`src/rtl/exe_stage.sv`:
```
// -----------------------------------------------------------------------------
// exe_stage: execute stage of the 5-stage MIPS pipeline.
//
// Holds the single-cycle ALU, branch resolution, the operand forwarding muxes
// and an iterative signed multiply/divide unit with its HI/LO registers.
// While the mul/div unit is working, Stall_MD freezes the front of the
// pipeline and EXE/MEM captures bubbles.
//
// Build option: define FORWARDING_EN to include the Fwd_Sel1/Fwd_Sel2 operand
// muxes. Without it, operand A is Val1 and R2 is Reg2, and Fwd_Sel*,
// ALU_Res_MEM and WB_Value are ignored. That build relies on the hazard unit
// stalling instead of forwarding.
//
// Ports:
//   clk, rst            pipeline clock, asynchronous active-high reset
//   Flush               branch flush, aborts an in-flight mul/div
//   EXE_CMD[5:0]        operation code from ID/EXE
//   PC                  PC+4 of the instruction in EXE
//   Val1, Val2, Reg2    operand A, operand B/immediate, rt value
//   is_Immediate        operand B is Val2 rather than forwarded Reg2
//   Fwd_Sel1/2[1:0]     forwarding selects (0/3 ID/EXE, 1 MEM, 2 WB)
//   ALU_Res_MEM         result currently in EXE/MEM
//   WB_Value            value currently being written back
//   ALU_Result          combinational result to EXE/MEM
//   ST_Val              forwarded Reg2 (store data)
//   Br_taken, Br_Addr   branch decision and target
//   Stall_MD            mul/div stall request
// -----------------------------------------------------------------------------
module exe_stage #(
  parameter int WIDTH = 32
) (
  input  logic             clk,
  input  logic             rst,
  input  logic             Flush,
  input  logic [5:0]       EXE_CMD,
  input  logic [WIDTH-1:0] PC,
  input  logic [WIDTH-1:0] Val1,
  input  logic [WIDTH-1:0] Val2,
  input  logic [WIDTH-1:0] Reg2,
  input  logic             is_Immediate,
  input  logic [1:0]       Fwd_Sel1,
  input  logic [1:0]       Fwd_Sel2,
  input  logic [WIDTH-1:0] ALU_Res_MEM,
  input  logic [WIDTH-1:0] WB_Value,
  output logic [WIDTH-1:0] ALU_Result,
  output logic [WIDTH-1:0] ST_Val,
  output logic             Br_taken,
  output logic [WIDTH-1:0] Br_Addr,
  output logic             Stall_MD
);

  localparam int CW = $clog2(WIDTH);

  localparam logic [5:0] CMD_ADD  = 6'h00;
  localparam logic [5:0] CMD_SUB  = 6'h01;
  localparam logic [5:0] CMD_AND  = 6'h02;
  localparam logic [5:0] CMD_OR   = 6'h03;
  localparam logic [5:0] CMD_NOR  = 6'h04;
  localparam logic [5:0] CMD_XOR  = 6'h05;
  localparam logic [5:0] CMD_SLL  = 6'h06;
  localparam logic [5:0] CMD_SRL  = 6'h07;
  localparam logic [5:0] CMD_SRA  = 6'h08;
  localparam logic [5:0] CMD_SLT  = 6'h09;
  localparam logic [5:0] CMD_MULT = 6'h10;
  localparam logic [5:0] CMD_DIV  = 6'h11;
  localparam logic [5:0] CMD_MFHI = 6'h12;
  localparam logic [5:0] CMD_MFLO = 6'h13;
  localparam logic [5:0] CMD_BEZ  = 6'h20;
  localparam logic [5:0] CMD_BNE  = 6'h21;
  localparam logic [5:0] CMD_JMP  = 6'h22;

  typedef enum logic [1:0] {
    S_IDLE = 2'd0,
    S_BUSY = 2'd1,
    S_DONE = 2'd2
  } md_state_t;

  md_state_t          r_state, w_state_nxt;
  logic [CW-1:0]      r_cnt;
  logic [2*WIDTH-1:0] r_p;        // multiply: {partial, multiplier}; divide: {remainder, quotient}
  logic [WIDTH-1:0]   r_m;        // multiplicand or divisor magnitude
  logic [WIDTH-1:0]   r_hi, r_lo;
  logic               r_is_div, r_neg_q, r_neg_r, r_bz;

  logic [WIDTH-1:0]   w_a, w_r2, w_b, w_a_mag, w_b_mag;
  logic [WIDTH:0]     w_add, w_trial;
  logic [2*WIDTH-1:0] w_step, w_prod;
  logic [WIDTH-1:0]   w_fin_hi, w_fin_lo;
  logic [4:0]         w_shamt;
  logic               w_is_md, w_start, w_busy;

`ifdef FORWARDING_EN
  // forwarding muxes for operand A and the rt value
  always_comb begin
    case (Fwd_Sel1)
      2'd1:    w_a = ALU_Res_MEM;
      2'd2:    w_a = WB_Value;
      default: w_a = Val1;
    endcase
    case (Fwd_Sel2)
      2'd1:    w_r2 = ALU_Res_MEM;
      2'd2:    w_r2 = WB_Value;
      default: w_r2 = Reg2;
    endcase
  end
`else
  logic w_unused_fwd;
  assign w_a          = Val1;
  assign w_r2         = Reg2;
  assign w_unused_fwd = ^{Fwd_Sel1, Fwd_Sel2, ALU_Res_MEM, WB_Value};
`endif

  assign w_b     = is_Immediate ? Val2 : w_r2;
  assign ST_Val  = w_r2;
  assign w_shamt = w_b[4:0];
  assign w_a_mag = w_a[WIDTH-1] ? ({WIDTH{1'b0}} - w_a) : w_a;
  assign w_b_mag = w_b[WIDTH-1] ? ({WIDTH{1'b0}} - w_b) : w_b;

  assign w_is_md = (EXE_CMD == CMD_MULT) || (EXE_CMD == CMD_DIV);
  assign w_start = (r_state == S_IDLE) && w_is_md && !Flush;
  assign w_busy  = (r_state == S_BUSY);
  // MFHI/MFLO arriving during BUSY stall through w_busy; reset masks the
  // start term because the held ID/EXE contents are not yet cleared.
  assign Stall_MD = !rst && (w_start || w_busy);

  // single-cycle ALU plus HI/LO moves
  always_comb begin
    case (EXE_CMD)
      CMD_ADD:  ALU_Result = w_a + w_b;
      CMD_SUB:  ALU_Result = w_a - w_b;
      CMD_AND:  ALU_Result = w_a & w_b;
      CMD_OR:   ALU_Result = w_a | w_b;
      CMD_NOR:  ALU_Result = ~(w_a | w_b);
      CMD_XOR:  ALU_Result = w_a ^ w_b;
      CMD_SLL:  ALU_Result = w_a << w_shamt;
      CMD_SRL:  ALU_Result = w_a >> w_shamt;
      CMD_SRA:  ALU_Result = $signed(w_a) >>> w_shamt;
      CMD_SLT:  ALU_Result = {{(WIDTH-1){1'b0}}, ($signed(w_a) < $signed(w_b))};
      CMD_MFHI: ALU_Result = r_hi;
      CMD_MFLO: ALU_Result = r_lo;
      default:  ALU_Result = {WIDTH{1'b0}};
    endcase
  end

  // branch resolution; the target is always driven
  always_comb begin
    case (EXE_CMD)
      CMD_BEZ: Br_taken = (w_a == {WIDTH{1'b0}});
      CMD_BNE: Br_taken = (w_a != w_r2);
      CMD_JMP: Br_taken = 1'b1;
      default: Br_taken = 1'b0;
    endcase
  end
  assign Br_Addr = PC + {Val2[WIDTH-3:0], 2'b00};

  // one radix-2 iteration: shift-add multiply or restoring divide
  always_comb begin
    w_add   = {1'b0, r_p[2*WIDTH-1:WIDTH]} + (r_p[0] ? {1'b0, r_m} : {(WIDTH+1){1'b0}});
    w_trial = r_p[2*WIDTH-1:WIDTH-1] - {1'b0, r_m};
    if (r_is_div) begin
      if (!w_trial[WIDTH]) begin
        w_step = {w_trial[WIDTH-1:0], r_p[WIDTH-2:0], 1'b1};
      end else begin
        w_step = {r_p[2*WIDTH-2:0], 1'b0};
      end
    end else begin
      w_step = {w_add, r_p[WIDTH-1:1]};
    end
  end

  // sign correction of the final iteration; divide-by-zero forces LO to all ones
  always_comb begin
    w_prod = r_neg_q ? ({(2*WIDTH){1'b0}} - w_step) : w_step;
    if (r_is_div) begin
      w_fin_hi = r_neg_r ? ({WIDTH{1'b0}} - w_step[2*WIDTH-1:WIDTH]) : w_step[2*WIDTH-1:WIDTH];
      if (r_bz) begin
        w_fin_lo = {WIDTH{1'b1}};
      end else begin
        w_fin_lo = r_neg_q ? ({WIDTH{1'b0}} - w_step[WIDTH-1:0]) : w_step[WIDTH-1:0];
      end
    end else begin
      w_fin_hi = w_prod[2*WIDTH-1:WIDTH];
      w_fin_lo = w_prod[WIDTH-1:0];
    end
  end

  // mul/div state register
  always_ff @(posedge clk or posedge rst) begin
    if (rst) begin
      r_state <= S_IDLE;
    end else begin
      r_state <= w_state_nxt;
    end
  end

  // mul/div next state; DONE always drops to IDLE so a held MULT/DIV cannot re-trigger
  always_comb begin
    w_state_nxt = r_state;
    case (r_state)
      S_IDLE: begin
        if (w_start) w_state_nxt = S_BUSY;
        else         w_state_nxt = S_IDLE;
      end
      S_BUSY: begin
        if (Flush)                         w_state_nxt = S_IDLE;
        else if (r_cnt == {CW{1'b0}})      w_state_nxt = S_DONE;
        else                               w_state_nxt = S_BUSY;
      end
      S_DONE:  w_state_nxt = S_IDLE;
      default: w_state_nxt = S_IDLE;
    endcase
  end

  // mul/div datapath, iteration counter and HI/LO
  always_ff @(posedge clk or posedge rst) begin
    if (rst) begin
      r_cnt    <= {CW{1'b0}};
      r_p      <= {(2*WIDTH){1'b0}};
      r_m      <= {WIDTH{1'b0}};
      r_hi     <= {WIDTH{1'b0}};
      r_lo     <= {WIDTH{1'b0}};
      r_is_div <= 1'b0;
      r_neg_q  <= 1'b0;
      r_neg_r  <= 1'b0;
      r_bz     <= 1'b0;
    end else if (w_start) begin
      r_is_div <= (EXE_CMD == CMD_DIV);
      r_neg_q  <= w_a[WIDTH-1] ^ w_b[WIDTH-1];
      r_neg_r  <= w_a[WIDTH-1];
      r_bz     <= (w_b == {WIDTH{1'b0}});
      r_m      <= (EXE_CMD == CMD_DIV) ? w_b_mag : w_a_mag;
      r_p      <= {{WIDTH{1'b0}}, ((EXE_CMD == CMD_DIV) ? w_a_mag : w_b_mag)};
      r_cnt    <= CW'(WIDTH - 1);
    end else if (w_busy && !Flush) begin
      r_p <= w_step;
      if (r_cnt == {CW{1'b0}}) begin
        r_hi <= w_fin_hi;
        r_lo <= w_fin_lo;
      end else begin
        r_cnt <= r_cnt - CW'(1);
      end
    end
  end

endmodule

```
`config.mk`:
```
export PLATFORM = sky130hd
export DESIGN_NAME = exe_stage
export DESIGN_NICKNAME = d
export VERILOG_FILES = /design/src/rtl/exe_stage.sv
export SDC_FILE = /design/constraint.sdc
export NUM_CORES = 1
export LEC_CHECK = 0
export ABC_AREA = 1
export CAP_MARGIN = 10
export CORE_MARGIN = 2
export CORE_UTILIZATION = 48
export DETAILED_ROUTE_END_ITERATION = 10
export PLACE_DENSITY_LB_ADDON = 0.25
export SYNTH_ARGS = -nofsm -noshare
export SYNTH_HDL_FRONTEND = slang
export SYNTH_SLANG_ARGS = --single-unit
```
`constraint.sdc`:
```
create_clock -name clk -period 6.4 [get_ports clk]
set_clock_uncertainty 0.15 [all_clocks]
set_input_delay 0.64 -clock clk [delete_from_list [all_inputs] [get_ports clk]]
set_output_delay 0.64 -clock clk [all_outputs]
set_load 0.05 [all_outputs]
```
==> summary.md <==
| Metric | Value |
|---|---|
| First-pass GRT wire length | 204000 um |
| Post-synth ARST share | 100% |
| Nets@finish | 5160 |
| Seq/Total Area, Yosys | 15.7% |
| Hold Vio Cnt, Final | 0 |
| Synth Flop Type | dfrtp_1 |
| WL met1 | 52300 um |
| Dpl ws | approximately 470 ps |
| Largest net degree at the start of global routing | 94 |
| Setup TNS | 0 ps |
| Starting Density | 48.5% |
| Syn nets | around 5000 |
| Power Density | ~320 nW/um^2 |
| Max Slew Vio Count | 0 |
| DRC viols | 0 |
| Final WS setup | 276 ps |
| Clock root buffer | clkbuf_16 |
| Final ANT Viol Nets | 0 |
| Via density | 6.14 |
| Max Cap Viol | 0 |
| Max Clk Rate | roughly 0.16 GHz |
| Max layer used | met5 |
| Final setup violation count | 0 |
| Met2 wire len | 60100 um |
| Worst slew pin tran | 1240 ps |
| Mapped Cells | between 4000 and 5000 |
| Area leader, netlist | nand2_1 |
| Area share of the largest cell type after synthesis | 16.0% |
| Area Growth Syn to Fin | 14.1% |
| Hold Path Stages | 2 |
| Routed vias | roughly 34000 |
| Starting DRT DRC Count | 4445 |
| Arrival time worst endpoint | 5330 ps |
| Yosys reg bits | ~170 |
| Max FO, Critical Path | 5 |
| EDFF count, synth | 0 |
| Slew HR | 17.0% |
| Routed Wire Length | 139000 um |
| Minimum clock period | a little over 6000 ps |
| DR pass1 iterations | 8 |
| Combinational share of power | a little over 70% |
| Fin crit share | 95.7% |
| Routability cong. | 1.08 |
| Clk Latency, worst-skew pair | 460 ps |
| Gr usage total | a little under half |
| Net switching power | 5990 uW |
| Initial antenna violation count | 2 |
| Reg2reg setup slack | 840 ps |
| Max clock buf depth | 2 |
| Worst vdd ir | 0.516 mV |
| Leakage | 0.0156 uW |
| Status | complete, no violations |
| Path depth of the worst reg2reg path | 27 |
| Cts hold-fix bufs | 0 |
| Required time of the critical path | roughly 5600 ps |
| Syn. warnings | 0 |
| # rows | 87 |
| Count of cell types in the netlist | 66 |
| Hold WC Path Type | reg2reg |
| Sequential Power Share | between 10% and 20% |
| Vias in the first global route | 31800 |
| # IOs | between 300 and 400 |
| Average routed wire per standard cell | 25.1 um |
| Setup repair bufs after CTS | 0 |
| Clock share of power | 10.9% |
| Die height | 242 um |
| Met3 wire len | 14500 um |
| Worst-path clk slew | roughly 70 ps |
| P_int | a little under 4000 uW |
| Critical Path Source Type | primary input |
| Die Span X | 242 um |
| Post-CTS sizing | 0 |
| Layout cells sized above 1 | 7.05% |
| # port buffers | 231 |
| Die area | ~59000 um^2 |
| Area contributors post-synth | nand2_1, dfrtp_1, ha_1 |
| Core ar. | 56300 um^2 |
| CTS Buf Count | 17 |
| H-tree levels | 4 |
| Diode count | 0 |
| Remaining Overflow, GRT | 0 |
| Switching power share of the total | 60.1% |
| RSZ-0062 raised after global routing | no |
| CTS tree | yes |
| Critical Setup Path Class | in2out |
| Hpwl dp | roughly 110000 um |
| TritonCTS sink count | 171 |
| Mapped Area | 27300 um^2 |
| Element type at the critical path end | primary output |
| Post-Syn Area per Cell | 5.92 um^2 |
[path summary, 6_finish.rpt]
check	startpoint	to
worst max-delay path	is_Immediate	ALU_Result[24]
worst min-delay path	r_bz$_DFFE_PP0P_	r_bz$_DFFE_PP0P_
worst max register to register	r_p[31]$_DFFE_PP0P_	r_hi[28]$_DFFE_PP0P_
worst min register to register	r_bz$_DFFE_PP0P_	r_bz$_DFFE_PP0P_
max in group asynchronous	rst	r_p[51]$_DFFE_PP0P_
min in group asynchronous	rst	r_hi[30]$_DFFE_PP0P_
[per-stage QoR]
stage | utilization [%] | area, um^2 | hold WS [ps] | instances | total power, uW
finish | 55.4 | 31200 | 342 | 5522 | 9960
global route | 55.4 | 31200 | 356 | 5522 | 10700
CTS | 55.4 | 31200 | 340 | 5522 | 9750
detailed placement | 54.3 | 30500 | 317 | 5490 | 8640
global placement | 54.3 | 30500 | 314 | 5490 | 8600
floorplan | - | 27300 | 297 | 4611 | 6400
[final cells by class]
class	count	area [um^2]
clock inverter	14	173
timing repair buffer	333	3250
sequential	171	4280
fill	5924	25100
inverter	644	2420
multi-input combinational	3586	19700
clock buffer	18	429
tap	756	946
[critical path: stages]
cell             delay [ps]
clkdlybuf4s50_1         560
inv_2                   170
nand2_1                 100
o21ai_4                  80
inv_2                    70
ha_1                    250
fa_1                    390
nand2_1                 110
nand2_1                  50
o21ai_0                 140
o21a_1                  220
nor2_1                   50
nor2_1                  150
o21ai_0                 200
a21oi_1                 450
inv_1                    80
nand2_1                  90
nand2_1                  60
a21boi_0                390
o21ai_0                 250
or2_2                   340
nand3_1                  80
nand4_1                 160
buf_4                   240
[metal layers]
layer | track usage, % | vias to the layer above
met5 | 0 | -
met3 | 9.24 | 524
met4 | 32.2 | 4
met2 | 72.4 | 2080
met1 | 55.9 | 15700
li1 | - | 15600
[kinds of logic after synthesis]
| kind of cell | after synthesis | synth area share [%] |
|---|---|---|
| DFF | 171 | 15.7 |
| buffers and inverters | 854 | 12.6 |
| AOI/OAI and AO/OA | 1096 | 23.6 |
| muxes | 36 | 1.32 |
| and+or+nand+nor | 2105 | 32.7 |
| adders and majority gates | 201 | 9.35 |
| xor gates and xnor gates | 148 | 4.75 |
[cells in the mapped netlist (41+ instances only)]
| master | number |
|---|---|
| nand2_1 | 1163 |
| inv_1 | 607 |
| nor2_1 | 433 |
| o21ai_0 | 430 |
| a21oi_1 | 290 |
| nand3_1 | 239 |
| ha_1 | 196 |
| dfrtp_1 | 171 |
| clkbuf_1 | 125 |
| xor2_1 | 114 |
| nand4_1 | 61 |
| nor3_1 | 54 |
| or2_2 | 54 |
| o22ai_1 | 47 |
| buf_4 | 41 |
[registers in the layout (all words and copies together) (netlist names)]
signal,count
r_hi,32
r_lo,32
r_m,32
r_neg_r,1
r_state,2
r_cnt,5
r_bz,1
r_p,64
r_is_div,1
r_neg_q,1
[power by group through the flow]
stage / logic, uW / clock network (uW) / registers, uW
floorplan: 4920 / 0 / 1480
global placement: 6950 / 0 / 1650
detailed placement: 6990 / 0 / 1650
CTS: 7030 / 1080 / 1640
global route: 7880 / 1120 / 1670
finish: 7230 / 1080 / 1650
[cells in the final DEF (no fill, tap or decap), types with 37 or more instances in the layout]
master and n:
a21oi_1 290, a221oi_1 37, buf_4 114, clkdlybuf4s50_1 199
dfrtp_1 170, ha_1 196, inv_1 606, nand2_1 1163
nand3_1 239, nand4_1 61, nor2_1 429, nor3_1 52
o21ai_0 426, o22ai_1 47, or2_2 54, xor2_1 114
(Power assumes the default switching activity.)
